### config.mk
export PLATFORM = sky130hd
export DESIGN_NAME = ahb_gpio_irq
export DESIGN_NICKNAME = d
export VERILOG_FILES = /design/src/rtl/ahb_gpio_irq_pkg.sv /design/src/rtl/ahb_gpio_irq_sync.sv /design/src/rtl/ahb_gpio_irq.sv
export SDC_FILE = /design/constraint.sdc
export NUM_CORES = 1
export LEC_CHECK = 0
export CAP_MARGIN = 10
export CORE_MARGIN = 8
export CORE_UTILIZATION = 51
export DETAILED_ROUTE_END_ITERATION = 10
export GPL_TIMING_DRIVEN = 0
export PLACE_DENSITY_LB_ADDON = 0.15
export SLEW_MARGIN = 20
export SYNTH_ARGS = -nofsm -noshare
export SYNTH_HDL_FRONTEND = slang
export SYNTH_SLANG_ARGS = --single-unit
### constraint.sdc
create_clock -name HCLK_I -period 4.17 [get_ports HCLK_I]
set_input_delay 0.417 -clock HCLK_I [delete_from_list [all_inputs] [get_ports HCLK_I]]
set_output_delay 0.417 -clock HCLK_I [all_outputs]
set_load 0.005 [all_outputs]
### src/rtl/ahb_gpio_irq_pkg.sv
// Shared definitions for the AHB GPIO slave with edge interrupts:
// register offsets (word index), HTRANS encodings and the address decoder.
// Optional build macro: AHB_GPIO_IRQ_LEVEL_EN adds IRQ_LEVEL at 0x1C and
// moves IRQ_STATUS to 0x20.
package ahb_gpio_irq_pkg;

  localparam int REG_IDX_W = 4;

  localparam logic [REG_IDX_W-1:0] GPIO_REG_DATA   = 4'd0;
  localparam logic [REG_IDX_W-1:0] GPIO_REG_DIR    = 4'd1;
  localparam logic [REG_IDX_W-1:0] GPIO_REG_SET    = 4'd2;
  localparam logic [REG_IDX_W-1:0] GPIO_REG_CLR    = 4'd3;
  localparam logic [REG_IDX_W-1:0] GPIO_REG_IRQ_EN = 4'd4;
  localparam logic [REG_IDX_W-1:0] GPIO_REG_RISE   = 4'd5;
  localparam logic [REG_IDX_W-1:0] GPIO_REG_FALL   = 4'd6;
`ifdef AHB_GPIO_IRQ_LEVEL_EN
  localparam logic [REG_IDX_W-1:0] GPIO_REG_LEVEL  = 4'd7;
  localparam logic [REG_IDX_W-1:0] GPIO_REG_STATUS = 4'd8;
`else
  localparam logic [REG_IDX_W-1:0] GPIO_REG_STATUS = 4'd7;
`endif

  localparam logic [1:0] HTRANS_IDLE   = 2'b00;
  localparam logic [1:0] HTRANS_BUSY   = 2'b01;
  localparam logic [1:0] HTRANS_NONSEQ = 2'b10;
  localparam logic [1:0] HTRANS_SEQ    = 2'b11;

  // Byte address to register word index; the level build decodes one more bit.
  function automatic logic [REG_IDX_W-1:0] reg_index(input logic [11:0] addr);
`ifdef AHB_GPIO_IRQ_LEVEL_EN
    return addr[5:2];
`else
    return {1'b0, addr[4:2]};
`endif
  endfunction

endpackage

### src/rtl/ahb_gpio_irq_sync.sv
// Input conditioning for the GPIO pins: SYNC_STAGES-deep synchronizer,
// one-cycle delayed copy (prev) and raw rising/falling edge strobes.
module ahb_gpio_sync
  import ahb_gpio_irq_pkg::*;
#(
  parameter int WIDTH       = 8,
  parameter int SYNC_STAGES = 2
) (
  input  logic             clk_i,
  input  logic             rst_i,
  input  logic [WIDTH-1:0] pin_i,
  output logic [WIDTH-1:0] sync_o,
  output logic [WIDTH-1:0] rise_o,
  output logic [WIDTH-1:0] fall_o
);

  // Newest sample sits in the low WIDTH bits, the oldest (sync_o) on top.
  logic [SYNC_STAGES*WIDTH-1:0] chain_q, chain_d;
  logic [WIDTH-1:0]             prev_q, prev_d;

  // Shift the pin samples along the chain and keep the previous synced value.
  always_comb begin
    chain_d = {chain_q[(SYNC_STAGES-1)*WIDTH-1:0], pin_i};
    prev_d  = sync_o;
  end

  // Synchronizer and prev flops, cleared by reset.
  always_ff @(posedge clk_i) begin
    if (rst_i) begin
      chain_q <= '0;
      prev_q  <= '0;
    end else begin
      chain_q <= chain_d;
      prev_q  <= prev_d;
    end
  end

  assign sync_o = chain_q[SYNC_STAGES*WIDTH-1 -: WIDTH];
  assign rise_o = sync_o & ~prev_q;
  assign fall_o = ~sync_o & prev_q;

endmodule

### src/rtl/ahb_gpio_irq.sv
// Zero-wait AHB-Lite GPIO slave: WIDTH pins with direction, atomic SET/CLR,
// synchronized inputs and per-pin rising/falling edge interrupt capture.
// Optional build macro: AHB_GPIO_IRQ_LEVEL_EN (level-sensitive status bits).
module ahb_gpio_irq
  import ahb_gpio_irq_pkg::*;
#(
  parameter int WIDTH       = 8,
  parameter int SYNC_STAGES = 2
) (
  input  logic             HCLK_I,
  input  logic             HRESET_I,
  input  logic [WIDTH-1:0] PORT_I,
  output logic [WIDTH-1:0] PORT_O,
  output logic [WIDTH-1:0] DIR_O,
  output logic             IRQ_O,
  input  logic             HSEL_I,
  input  logic             HREADY_I,
  input  logic [1:0]       HTRANS_I,
  input  logic [2:0]       HSIZE_I,
  input  logic             HWRITE_I,
  input  logic [11:0]      HADDR_I,
  input  logic [31:0]      HRDATA_I,
  output logic [31:0]      HWDATA_O,
  output logic             HRESP_O,
  output logic             HREADY_O
);

  // Bus handshake: a transfer is taken in its address phase when
  // HSEL_I & HREADY_I & HTRANS_I[1]. Read data is registered on that same
  // edge and held through the data phase; write data (HRDATA_I) is applied
  // on the next edge. HREADY_O is always 1, so no phase is ever stretched.

  localparam int                 GUARD_W   = $clog2(SYNC_STAGES + 2);
  localparam logic [GUARD_W-1:0] GUARD_MAX = GUARD_W'(SYNC_STAGES + 1);

  logic [WIDTH-1:0] sync_in, rise, fall;

  logic                 valid_q, valid_d;
  logic                 write_q, write_d;
  logic [REG_IDX_W-1:0] addr_q, addr_d;
  logic [WIDTH-1:0]     data_q, data_d;
  logic [WIDTH-1:0]     dir_q, dir_d;
  logic [WIDTH-1:0]     irq_en_q, irq_en_d;
  logic [WIDTH-1:0]     rise_en_q, rise_en_d;
  logic [WIDTH-1:0]     fall_en_q, fall_en_d;
  logic [WIDTH-1:0]     status_q, status_d;
  logic                 irq_q, irq_d;
  logic [31:0]          rdata_q, rdata_d;
  logic [GUARD_W-1:0]   guard_q, guard_d;
`ifdef AHB_GPIO_IRQ_LEVEL_EN
  logic [WIDTH-1:0]     level_q, level_d;
`endif

  logic                 accept;
  logic                 do_write;
  logic [WIDTH-1:0]     wdata;
  logic [WIDTH-1:0]     w1c;
  logic [WIDTH-1:0]     edge_set;
  logic [WIDTH-1:0]     set_bits;
  logic [REG_IDX_W-1:0] rd_idx;
  logic [31:0]          rd_val;
  logic                 unused_ok;

  ahb_gpio_sync #(
    .WIDTH       (WIDTH),
    .SYNC_STAGES (SYNC_STAGES)
  ) u_sync (
    .clk_i  (HCLK_I),
    .rst_i  (HRESET_I),
    .pin_i  (PORT_I),
    .sync_o (sync_in),
    .rise_o (rise),
    .fall_o (fall)
  );

  // Next-state for bus pipeline, registers, status, interrupt and read data.
  always_comb begin
    accept    = HSEL_I & HREADY_I & HTRANS_I[1];
    do_write  = valid_q & write_q & HREADY_I;
    wdata     = HRDATA_I[WIDTH-1:0];

    valid_d   = valid_q;
    write_d   = write_q;
    addr_d    = addr_q;
    if (HREADY_I) begin
      valid_d = accept;
      write_d = HWRITE_I;
      addr_d  = reg_index(HADDR_I);
    end

    data_d    = data_q;
    dir_d     = dir_q;
    irq_en_d  = irq_en_q;
    rise_en_d = rise_en_q;
    fall_en_d = fall_en_q;
    w1c       = '0;
`ifdef AHB_GPIO_IRQ_LEVEL_EN
    level_d   = level_q;
`endif
    if (do_write) begin
      case (addr_q)
        GPIO_REG_DATA:   data_d    = wdata;
        GPIO_REG_DIR:    dir_d     = wdata;
        GPIO_REG_SET:    data_d    = data_q | wdata;
        GPIO_REG_CLR:    data_d    = data_q & ~wdata;
        GPIO_REG_IRQ_EN: irq_en_d  = wdata;
        GPIO_REG_RISE:   rise_en_d = wdata;
        GPIO_REG_FALL:   fall_en_d = wdata;
`ifdef AHB_GPIO_IRQ_LEVEL_EN
        GPIO_REG_LEVEL:  level_d   = wdata;
`endif
        GPIO_REG_STATUS: w1c       = wdata;
        default: ;
      endcase
    end

    // Edges are ignored until the synchronizer has been refilled after reset.
    guard_d  = (guard_q == GUARD_MAX) ? guard_q : guard_q + 1'b1;
    edge_set = (guard_q == GUARD_MAX) ? ((rise & rise_en_q) | (fall & fall_en_q)) : '0;
`ifdef AHB_GPIO_IRQ_LEVEL_EN
    set_bits = (~level_q & edge_set)
             | (level_q & ((sync_in & rise_en_q) | (~sync_in & fall_en_q)));
`else
    set_bits = edge_set;
`endif
    // Set terms come last so an edge beats a W1C on the same edge.
    status_d = (status_q & ~w1c) | set_bits;
    irq_d    = |(status_q & irq_en_q);

    // Reads see the post-write register values (write forwarding).
    rd_idx = reg_index(HADDR_I);
    rd_val = '0;
    case (rd_idx)
      GPIO_REG_DATA:   rd_val[WIDTH-1:0] = (sync_in & ~dir_d) | (data_d & dir_d);
      GPIO_REG_DIR:    rd_val[WIDTH-1:0] = dir_d;
      GPIO_REG_IRQ_EN: rd_val[WIDTH-1:0] = irq_en_d;
      GPIO_REG_RISE:   rd_val[WIDTH-1:0] = rise_en_d;
      GPIO_REG_FALL:   rd_val[WIDTH-1:0] = fall_en_d;
`ifdef AHB_GPIO_IRQ_LEVEL_EN
      GPIO_REG_LEVEL:  rd_val[WIDTH-1:0] = level_d;
`endif
      GPIO_REG_STATUS: rd_val[WIDTH-1:0] = status_d;
      default: ;
    endcase
    rdata_d = (accept & ~HWRITE_I) ? rd_val : rdata_q;
  end

  // All state flops with synchronous active-high reset.
  always_ff @(posedge HCLK_I) begin
    if (HRESET_I) begin
      valid_q   <= 1'b0;
      write_q   <= 1'b0;
      addr_q    <= '0;
      data_q    <= '0;
      dir_q     <= '0;
      irq_en_q  <= '0;
      rise_en_q <= '0;
      fall_en_q <= '0;
      status_q  <= '0;
      irq_q     <= 1'b0;
      rdata_q   <= '0;
      guard_q   <= '0;
`ifdef AHB_GPIO_IRQ_LEVEL_EN
      level_q   <= '0;
`endif
    end else begin
      valid_q   <= valid_d;
      write_q   <= write_d;
      addr_q    <= addr_d;
      data_q    <= data_d;
      dir_q     <= dir_d;
      irq_en_q  <= irq_en_d;
      rise_en_q <= rise_en_d;
      fall_en_q <= fall_en_d;
      status_q  <= status_d;
      irq_q     <= irq_d;
      rdata_q   <= rdata_d;
      guard_q   <= guard_d;
`ifdef AHB_GPIO_IRQ_LEVEL_EN
      level_q   <= level_d;
`endif
    end
  end

  assign PORT_O    = data_q;
  assign DIR_O     = dir_q;
  assign IRQ_O     = irq_q;
  assign HWDATA_O  = rdata_q;
  assign HRESP_O   = 1'b0;
  assign HREADY_O  = 1'b1;

  // Transfer size, unused address bits and upper write-data bits are don't-care.
  assign unused_ok = ^{HSIZE_I, HADDR_I, HRDATA_I, HTRANS_I[0]};

endmodule

==> impl_results.md <==
- CP max stage delay: 830 ps
- Clock Skews: 9.19 ps
- Pwr/cell area: 326 nW/um^2
- Vias in the first global route: 3,165
- Worst skew pair latency: 360 ps
- Largest family of logic cells by synthesized area: simple AND/OR/NAND/NOR gates
- Root buf cell: clkbuf_8
- Cells after synthesis: 408
- Post-Synth XOR/XNOR Area: 0.224%
- Post-cts sizing count: 0
- Final setup violation count: 0
- Leak: 1.84 nW
- Layout area overhead: 22.2%
- Hold_buf cts: 0
- Maximum clock path buffer count: 2
- Unrepaired setup endpoints after global routing: false
- CP Capture Type: flip-flop
- Final Instance Count excl. Fillers: 596
- Footprint of the multi-input gates: 1950 sq um
- Multiplexer share of the synthesized area: 10.9%
- Cell variety after synth: 44
- Initial core utilization: 51.7%
- Crit Path Max Fanout: 8
- Routed Antenna Nets: 0
- Most frequent cell after synthesis: dfxtp_1
- CTS Sinks: 88
- Grt ovf: 0
- DP Wirelength: 7.31 mm
- Synth Register Bits: 88
- Share of layout cells above drive strength 1: 13.8%
- Boundary pin count: 113
- Fin nets: 552
- Worst path required time: 4420 ps
- Worst-case vdd ir drop: 0.000171 V
- Max reg flops: 16
- Top sig layer: met4
- Vias/cell: 5.46
- Arrival @ worst endpoint: 2760 ps
- Sequential share of the synthesized area: 45.1%
- Outcome: finished, final reports clean
- Setup CP Type: reg2reg
- Critical path startpoint category: flip-flop
- Slew margin rel.: 23.3%
- Initial antenna violation count: 0
- Total track usage: 20.0%
- EDFF count, synth: 0
- Die H: 104 microns
- DP Cell Count: 580
- Synth Area in Simple Gates: 22.0%
- Max-Cap Viols: 0
- CTS tree: done
- Fillers: 645
- Clk slew on worst S/H paths: 80 ps
- DRT Wirelength: 10.8 mm
- Post-synth top area share: 45.1%
- Synth top cells by count: dfxtp_1 (88), nor2b_1 (50), nor2_1 (41)
- Input/output buffers: 46
- Setup Fix Bufs, Post-CTS: 0
- Achievable Freq: 399 MHz
- H-tree depth: 3
- Mapped Area: 3910 sq um
- WL met2: 5.15 mm
- Largest register by flop count: u_sync.chain_q
- Die area: 10,700 sq um
- Ys Warns: 0
- Post-route clock period utilization: 60.1%
- Slowest-stage cell, CP: nor3b_2
- Drt drc: 0
- Row Count: 32
- Synth area leader: dfxtp_1
- CP delay by family, top: simple AND/OR/NAND/NOR gates
- Pin count of the biggest net entering global routing: 14
- Met1 WL: 4.52 mm
- Final slew viol count: 0
- RD Place Congestion: 0.847
- Buf/Inv on CP: 0
- Slew @ Worst Pin: 1140 ps
- Cell Chain, Critical Path: nand4_4, nor3b_2, mux2_2, a22oi_1, a31oi_1, a211o_1
- Initial DRC count: 237
- Register area: 1760 sq um
- Primary FF master, synth: dfxtp_1
- Via count: 3,254
- Final Hold Fails: 0
- Min Tclk post-route: 2510 ps
- Core area: 7570 sq um
- Routed len/inst: 18.2 microns
- Adder-cell share of the synthesized area: 0.320%
- Compound-Gate Fraction of Synth Area: 13.8%
- CTS Buf Count: 9
- First drt pass iteration count: 5
- Met3 Wirelength: 907 microns
- Fin util: 63.1%
- N_diodes: 0
- Ranking of synthesized cells by area: dfxtp_1 (45%), nor2b_1 (8.0%), buf_4 (5.0%)
- Share of flip-flops with an asynchronous set or reset: 0%
- Synthesized area per cell: 9.58 sq um
- Type of the most critical hold path: in2reg
- First-pass GRT wire length: 16.9 mm
- Fin Setup TNS: 0 ps
- Die width: 104 microns
[per-stage QoR]
| step | worst slack [ps] | instance area (sq um) | power [mW] | hold slack, ps |
|---|---|---|---|---|
| 2_1_floorplan | 2020 | 4000 | 0.963 | 414 |
| 3_3_place_gp | 1410 | 4590 | 1.01 | 417 |
| 3_5_place_dp | 1570 | 4590 | 1.02 | 425 |
| 4_1_cts | 1640 | 4780 | 1.56 | 371 |
| 5_1_grt | 1560 | 4780 | 1.60 | 378 |
| 6_report | 1660 | 4780 | 1.56 | 377 |
[final cells by class]
class | count | share of cell area, %
Multi-Input combinational cell | 296 | 40.8
Sequential cell | 88 | 36.9
Buffer | 47 | 6.05
Tap cell | 102 | 2.67
Inverter | 1 | 0.0786
Timing Repair Buffer | 46 | 9.64
Clock inverter | 2 | 0.262
Clock buffer | 14 | 3.61
[placed cells by master (no fill, tap or decap), types with 2 or more instances in the layout]
cell type / synthesis / layout
a31oi_1: 2 / 2
a211oi_1: 7 / 7
a221o_1: 6 / 6
mux2_2: 13 / 13
a22o_1: 3 / 3
nor2_2: 2 / 2
nor3b_2: 1 / 2
dfxtp_1: 88 / 88
buf_4: 26 / 26
nor3b_1: 3 / 2
nor2b_1: 50 / 50
a2bb2oi_1: 13 / 13
nand4b_1: 2 / 2
nor3_1: 2 / 2
mux2_4: 6 / 6
mux2i_1: 18 / 18
or2_2: 2 / 2
buf_6: 2 / 2
clkbuf_8: 0 / 12
nand3_1: 7 / 7
a211o_1: 3 / 3
clkbuf_1: 17 / 19
clkdlybuf4s50_1: 0 / 46
nand2_1: 21 / 21
o21ai_0: 17 / 17
buf_1: 2 / 2
nand4_1: 8 / 8
nor2_1: 41 / 41
nand3b_1: 8 / 8
nand2b_1: 4 / 4
a22oi_1: 17 / 17
a21oi_1: 2 / 2
conb_1: 2 / 26
[worst reg2reg max path: cells and delay by family (launching register included)]
family | cells | cell delay, ps
compound gates | 3 | 550
simple gates | 2 | 960
mux | 1 | 430
flops | 1 | 460
[logic make-up after synthesis]
| logic type | after synthesis |
|---|---|
| fa+ha+maj | 1 |
| flops | 88 |
| mux | 38 |
| buf+inv | 48 |
| xor+xnor | 1 |
| simple gates | 157 |
| other cells | 2 |
| compound gates | 73 |
[where the power goes]
group	switching, mW	total, mW	internal [mW]	leakage [nW]
registers	0.0116	0.868	0.856	0.714
clock network	0.292	0.557	0.265	0.0927
logic	0.0746	0.134	0.0595	1.03
total	0.378	1.56	1.18	1.84
[worst paths after layout]
kind | slack, ps | end | start | cells past startpoint
max | 1660 | HWDATA_O[4]$_SDFFE_PP0P_ | addr_q[2]$_SDFFE_PP0P_ | 6
min | 380 | valid_q$_SDFFE_PP0P_ | HREADY_I | 3
max reg2reg | 1660 | HWDATA_O[4]$_SDFFE_PP0P_ | addr_q[2]$_SDFFE_PP0P_ | 6
min reg2reg | 440 | u_sync.chain_q[9]$_SDFF_PP0_ | u_sync.chain_q[1]$_SDFF_PP0_ | 1
[layer usage]
layer  vias up  track usage, %
met1      1539            23.6
met2       145            33.0
met5         -               0
met3        24            5.82
met4         0            8.60
li1       1546               -
(Power assumes the default switching activity.)
